### src/rtl/decode_pkg.sv
// Shared definitions for the RV32I/RV64I decode path: opcodes, one-hot type
// indices and immediate formats.
package decode_pkg;

    localparam logic [6:0] OPC_LUI      = 7'b0110111;
    localparam logic [6:0] OPC_AUIPC    = 7'b0010111;
    localparam logic [6:0] OPC_JAL      = 7'b1101111;
    localparam logic [6:0] OPC_JALR     = 7'b1100111;
    localparam logic [6:0] OPC_BRANCH   = 7'b1100011;
    localparam logic [6:0] OPC_LOAD     = 7'b0000011;
    localparam logic [6:0] OPC_STORE    = 7'b0100011;
    localparam logic [6:0] OPC_OP_IMM   = 7'b0010011;
    localparam logic [6:0] OPC_OP       = 7'b0110011;
    localparam logic [6:0] OPC_MISC_MEM = 7'b0001111;
    localparam logic [6:0] OPC_SYSTEM   = 7'b1110011;

    localparam int NUM_TYPES = 11;

    typedef enum logic [3:0] {
        T_LUI      = 4'd0,
        T_AUIPC    = 4'd1,
        T_JAL      = 4'd2,
        T_JALR     = 4'd3,
        T_BRANCH   = 4'd4,
        T_LOAD     = 4'd5,
        T_STORE    = 4'd6,
        T_OP_IMM   = 4'd7,
        T_OP       = 4'd8,
        T_MISC_MEM = 4'd9,
        T_SYSTEM   = 4'd10
    } type_idx_e;

    typedef enum logic [2:0] {
        FMT_I    = 3'd0,
        FMT_S    = 3'd1,
        FMT_B    = 3'd2,
        FMT_U    = 3'd3,
        FMT_J    = 3'd4,
        FMT_NONE = 3'd5
    } imm_fmt_e;

endpackage

### src/rtl/imm_gen.sv
// Combinational immediate generator: assembles the RISC-V immediate for the
// given format and sign-extends it from instr[31] to XLEN bits.
module imm_gen
    import decode_pkg::*;
#(
    parameter int XLEN = 32
) (
    input  logic [31:0]     instr,
    input  imm_fmt_e        fmt,
    output logic [XLEN-1:0] imm
);

    logic [31:0] imm32;
    logic        unused_opcode;

    assign unused_opcode = ^instr[6:0];

    always_comb begin
        imm32 = '0;
        case (fmt)
            FMT_I:   imm32 = {{20{instr[31]}}, instr[31:20]};
            FMT_S:   imm32 = {{20{instr[31]}}, instr[31:25], instr[11:7]};
            FMT_B:   imm32 = {{19{instr[31]}}, instr[31], instr[7], instr[30:25], instr[11:8], 1'b0};
            FMT_U:   imm32 = {instr[31:12], 12'b0};
            FMT_J:   imm32 = {{11{instr[31]}}, instr[31], instr[19:12], instr[20], instr[30:21], 1'b0};
            default: imm32 = '0;
        endcase
        // Upper bits beyond 32 only exist for XLEN=64; they copy the sign.
        imm        = {XLEN{imm32[31]}};
        imm[31:0]  = imm32;
    end

endmodule

### src/rtl/decode_stage.sv
// Registered, handshaked instruction decode stage with optional skid buffer
// and a saturating counter of accepted illegal instructions.
module decode_stage
    import decode_pkg::*;
#(
    parameter int XLEN    = 32,
    parameter bit SKID_EN = 1'b1,
    parameter int CNT_W   = 16
) (
    input  logic              clk_i,
    input  logic              rst_i,
    input  logic              valid_i,
    output logic              ready_o,
    input  logic [31:0]       instr_i,
    input  logic [XLEN-1:0]   pc_i,
    input  logic              flush_i,
    output logic              valid_o,
    input  logic              ready_i,
    output logic [10:0]       type_o,
    output logic              illegal_o,
    output logic [4:0]        rd_o,
    output logic [4:0]        rs1_o,
    output logic [4:0]        rs2_o,
    output logic [2:0]        funct3_o,
    output logic [6:0]        funct7_o,
    output logic [XLEN-1:0]   imm_o,
    output logic [XLEN-1:0]   pc_o,
    output logic [CNT_W-1:0]  illegal_cnt_o
);

    typedef struct packed {
        logic [NUM_TYPES-1:0] typ;
        logic                 illegal;
        logic [4:0]           rd;
        logic [4:0]           rs1;
        logic [4:0]           rs2;
        logic [2:0]           funct3;
        logic [6:0]           funct7;
        logic [XLEN-1:0]      imm;
        logic [XLEN-1:0]      pc;
    } dec_t;

    logic [NUM_TYPES-1:0] type_vec;
    logic                 is_illegal;
    imm_fmt_e             fmt;
    logic [XLEN-1:0]      imm_raw;
    dec_t                 dec;

    dec_t                 out_q, out_d, skid_q, skid_d;
    logic                 out_valid_q, out_valid_d;
    logic                 skid_valid_q, skid_valid_d;
    logic                 ready_q;
    logic [CNT_W-1:0]     cnt_q;
    logic                 in_fire;

    always_comb begin
        type_vec   = '0;
        is_illegal = 1'b0;
        fmt        = FMT_NONE;
        case (instr_i[6:0])
            OPC_LUI:      begin type_vec[T_LUI]      = 1'b1; fmt = FMT_U; end
            OPC_AUIPC:    begin type_vec[T_AUIPC]    = 1'b1; fmt = FMT_U; end
            OPC_JAL:      begin type_vec[T_JAL]      = 1'b1; fmt = FMT_J; end
            OPC_JALR:     begin type_vec[T_JALR]     = 1'b1; fmt = FMT_I; end
            OPC_BRANCH:   begin type_vec[T_BRANCH]   = 1'b1; fmt = FMT_B; end
            OPC_LOAD:     begin type_vec[T_LOAD]     = 1'b1; fmt = FMT_I; end
            OPC_STORE:    begin type_vec[T_STORE]    = 1'b1; fmt = FMT_S; end
            OPC_OP_IMM:   begin type_vec[T_OP_IMM]   = 1'b1; fmt = FMT_I; end
            OPC_OP:       begin type_vec[T_OP]       = 1'b1; fmt = FMT_NONE; end
            OPC_MISC_MEM: begin type_vec[T_MISC_MEM] = 1'b1; fmt = FMT_I; end
            OPC_SYSTEM:   begin type_vec[T_SYSTEM]   = 1'b1; fmt = FMT_I; end
            // Any opcode with instr[1:0] != 2'b11 also lands here.
            default:      is_illegal = 1'b1;
        endcase
    end

    imm_gen #(.XLEN(XLEN)) u_imm_gen (
        .instr (instr_i),
        .fmt   (fmt),
        .imm   (imm_raw)
    );

    always_comb begin
        dec         = '0;
        dec.typ     = type_vec;
        dec.illegal = is_illegal;
        dec.rd      = instr_i[11:7];
        dec.rs1     = instr_i[19:15];
        dec.rs2     = instr_i[24:20];
        dec.funct3  = instr_i[14:12];
        dec.funct7  = instr_i[31:25];
        dec.imm     = imm_raw;
        dec.pc      = pc_i;
    end

    assign ready_o = SKID_EN ? ready_q : (!out_valid_q || ready_i);
    assign in_fire = valid_i && ready_o && !flush_i;

    // Output register is refilled from the skid first so order is preserved;
    // new words bypass the skid whenever the output is free or draining.
    always_comb begin
        out_d        = out_q;
        out_valid_d  = out_valid_q;
        skid_d       = skid_q;
        skid_valid_d = skid_valid_q;
        if (flush_i) begin
            out_valid_d  = 1'b0;
            skid_valid_d = 1'b0;
        end else if (out_valid_q && !ready_i) begin
            if (SKID_EN && in_fire) begin
                skid_d       = dec;
                skid_valid_d = 1'b1;
            end
        end else if (skid_valid_q) begin
            out_d        = skid_q;
            out_valid_d  = 1'b1;
            skid_valid_d = 1'b0;
        end else if (in_fire) begin
            out_d       = dec;
            out_valid_d = 1'b1;
        end else begin
            out_valid_d = 1'b0;
        end
    end

    always_ff @(posedge clk_i) begin
        if (rst_i) begin
            out_q        <= '0;
            out_valid_q  <= 1'b0;
            skid_q       <= '0;
            skid_valid_q <= 1'b0;
            ready_q      <= 1'b1;
            cnt_q        <= '0;
        end else begin
            out_q        <= out_d;
            out_valid_q  <= out_valid_d;
            skid_q       <= skid_d;
            skid_valid_q <= skid_valid_d;
            ready_q      <= !skid_valid_d;
            if (in_fire && dec.illegal && (cnt_q != {CNT_W{1'b1}}))
                cnt_q <= cnt_q + CNT_W'(1);
        end
    end

    assign valid_o       = out_valid_q;
    assign type_o        = out_q.typ;
    assign illegal_o     = out_q.illegal;
    assign rd_o          = out_q.rd;
    assign rs1_o         = out_q.rs1;
    assign rs2_o         = out_q.rs2;
    assign funct3_o      = out_q.funct3;
    assign funct7_o      = out_q.funct7;
    assign imm_o         = out_q.imm;
    assign pc_o          = out_q.pc;
    assign illegal_cnt_o = cnt_q;

endmodule

### config.mk
export PLATFORM = sky130hd
export DESIGN_NAME = decode_stage
export DESIGN_NICKNAME = d
export VERILOG_FILES = /design/src/rtl/decode_pkg.sv /design/src/rtl/imm_gen.sv /design/src/rtl/decode_stage.sv
export SDC_FILE = /design/constraint.sdc
export NUM_CORES = 1
export LEC_CHECK = 0
export CORE_MARGIN = 3
export CORE_UTILIZATION = 49
export CTS_CLUSTER_SIZE = 14
export DETAILED_ROUTE_END_ITERATION = 8
export DONT_BUFFER_PORTS = 1
export SKIP_LAST_GASP = 1
export SYNTH_ARGS = -nofsm -noshare
export SYNTH_HDL_FRONTEND = slang
export SYNTH_SLANG_ARGS = --single-unit
### constraint.sdc
create_clock -name clk_i -period 2.5 [get_ports clk_i]
set_input_delay 0.75 -clock clk_i [delete_from_list [all_inputs] [get_ports clk_i]]
set_output_delay 0.75 -clock clk_i [all_outputs]
set_load 0.005 [all_outputs]
==> flow_summary.ini <==
[yosys]
yosys_warnings = 0
syn-num-nets = 1192
synth.cell_area_sq_um = 9565
synthCells = 1122
netlist.area_leader.share = 0.4625
ys.flop_type = dfxtp_1
synth_most_common_cell = dfxtp_1
ys_ff_latch = 221
post-synth-top-area-cell = dfxtp_1
synth_async_sr_flop_share = 0
postSynthAreaPerCell_sq_um = 8.525
ys_top_cells_by_area = dfxtp_1 46%, nand2_1 7.5%, a211oi_1 6.4%, a21oi_1 5.4%, mux2i_1 5.3%
synth_commonest_cells = 221 x dfxtp_1, 190 x nand2_1, 127 x nor2_1
yosys.cell_types.count = 67
synth_edf_count = 0
yosysSeqAreaShare = 0.4625

[timing]
finalSetupViolations = 0
worst_pin_slew_ns = 0.7068
rsz0062_at_grt = false
hold_viol_final = 0
clock_skew_ns = 0.008023
finalMaxSlewViolations = 0
fin_crit_ns = 1.960
fin_hold_ws_ns = 0.3125
final.setup.tns_ns = 0
fmax_mhz = 510.3
finalCritPeriodShare = 0.7838
slew_headroom = 0.5288

[run_status]
status = complete, no violations

[cells_and_area]
nNetsFinal = 1154
areaGrowthSynthToFinish_pct = 10.82
final_cell_area_sq_um = 10600
final_layout_size_suffix_gt1_frac = 0.09991
postLayoutCoreUtil = 0.5592
nFillCells = 1764
antenna_cells = 0

[worst_setup_path]
start_kind = flip-flop
reg2reg_to = illegal_cnt_o[2]
crit_required_ns = 2.90
critical_path_class = reg2reg
path_cells = ha_1, nand3_1, nor3_4, nor3b_1, mux2_1
reg2reg_slack_ns = 0.54
cpPeakStageDelay_ns = 0.45
crit_path_end_kind = flip-flop
reg2reg_depth = 5
crit_slowest_cell = nor3_4
crit_arrival_ns = 2.36
worstReg2RegStart = illegal_cnt_o[0]
cp_max_fo = 9

[min_path]
hp-class = in2reg
hold_end = valid_o
hold_path_depth = 1
hold_start = flush_i

[clock_tree]
cts_setup_buffers = 0
ctsResizeCount = 0
cts_buffer_depth = 3
numCtsBuffers = 24
clk_pin_slew_worst_paths_ns = 0.06
clk_latency_ns = 0.51
root_buffer = clkbuf_16
cts.sinks = 221
cts_tree = yes
cts_max_level = 1
cts_hold_buf = 0

[power_and_ir_drop]
p_leak_nw = 3.505
power_mw = 7.651
power_density_nw_per_um2 = 721.8
peakVddDrop_mv = 0.5289

[drt]
routed_wl_microns = 24890
drtPass1Iterations = 5
drt_iter0_markers = 510
avgViaCountPerCell = 5.738
ant_nets = 0
vias = 7810
route.detailed.drc = 0
wl_per_cell_microns = 18.29

[job]
drv_cap = 0

[global_route]
grt_remaining_overflow = 0
grt_max_degree = 230
antenna_found_initial = 0
grt_pass1_wl_microns = 40180
grt_use_total = 0.2242
grt_pass1_vias = 7316

[die]
io_pins = 188
fp.dieW_microns = 145.7
die-area_sq_um = 21230
die_h_microns = 145.7
core_sq_um = 18960
rows = 50
start_util = 0.5046

[placed_design]
hpwl_microns = 15930
placed_area_sq_um = 9799
io_buffer_count = 0
routabilityCongestion = 0.8343
## critical path, delay by kind of cell, from the launching register on
family / cells / cell delay [ns]
fa+ha+maj: 1 / 0.25
flops: 1 / 0.43
mux: 1 / 0.33
simple gates: 3 / 0.84
## area by class of cell
cell class,instances,area (sq um),area share
clock buffer,41,765.7,0.07224
clock inverter,2,35.03,0.003305
inverter,9,33.78,0.003187
multi-input combinational,794,4669,0.4405
sequential,221,4428,0.4177
tap,260,325.3,0.03069
timing repair buffer,34,342.8,0.03234
## worst max path at each step
stage | from | endpoint | slack [ns] | cells past startpoint
after floorplan | instr_i[6] | illegal_cnt_o[11] | 0.28 | 7
after global placement | instr_i[3] | illegal_cnt_o[15] | 0.18 | 5
after detailed placement | instr_i[3] | illegal_cnt_o[7] | 0.15 | 5
after CTS | illegal_cnt_o[0] | illegal_cnt_o[2] | 0.53 | 5
after global routing | illegal_cnt_o[0] | illegal_cnt_o[2] | 0.38 | 5
final | illegal_cnt_o[0] | illegal_cnt_o[2] | 0.54 | 5
## flip-flops by register name, summed over array words and instances (netlist names)
name,cells
skid_valid_q,1
type_o,11
ready_o,1
illegal_cnt_o,16
valid_o,1
illegal_o,1
funct3_o,3
rd_o,5
funct7_o,7
imm_o,32
skid_q,101
rs1_o,5
pc_o,32
rs2_o,5
## power breakdown
part,switching (mW),internal (mW)
sequential,0.0855,3.63
clock,1.39,2.17
combinational,0.215,0.165
## per-layer routing
metal  GRT usage  part of all wire
met5           0                 0
met2      0.3526              0.45
met1      0.3021              0.44
met4     0.05366             0.022
met3     0.07163             0.087
## through the flow
stage	cells	worst slack (ns)
floorplan	1122	0.2775
global placement	1318	0.1825
detailed placement	1318	0.1542
CTS	1361	0.5316
global route	1361	0.3826
finish	1361	0.5404
## kinds of logic after synthesis
logic type	Yosys count	synth area share
and+or+nand+nor	448	0.2098
buffers and inverters	107	0.05154
AOI/OAI and AO/OA	285	0.2111
muxes	58	0.06161
DFF	221	0.4625
xor gates and xnor gates	1	0.0009158
adders and majority gates	2	0.002485
## cells in the final DEF (no fill, tap or decap), types with 8 or more instances in the layout
master / count
nor2_1: 126
mux2i_1: 51
o21ai_0: 22
nand3_1: 33
nand2_1: 189
nor3_1: 26
buf_4: 27
nor2b_1: 15
a221oi_2: 8
clkbuf_16: 25
dfxtp_1: 220
clkbuf_8: 8
a21oi_1: 103
inv_1: 9
a221oi_1: 10
nor4_1: 13
a211oi_1: 81
clkbuf_1: 8
a211o_1: 11
a211oi_2: 10
Power figures use the tool's default switching activity.
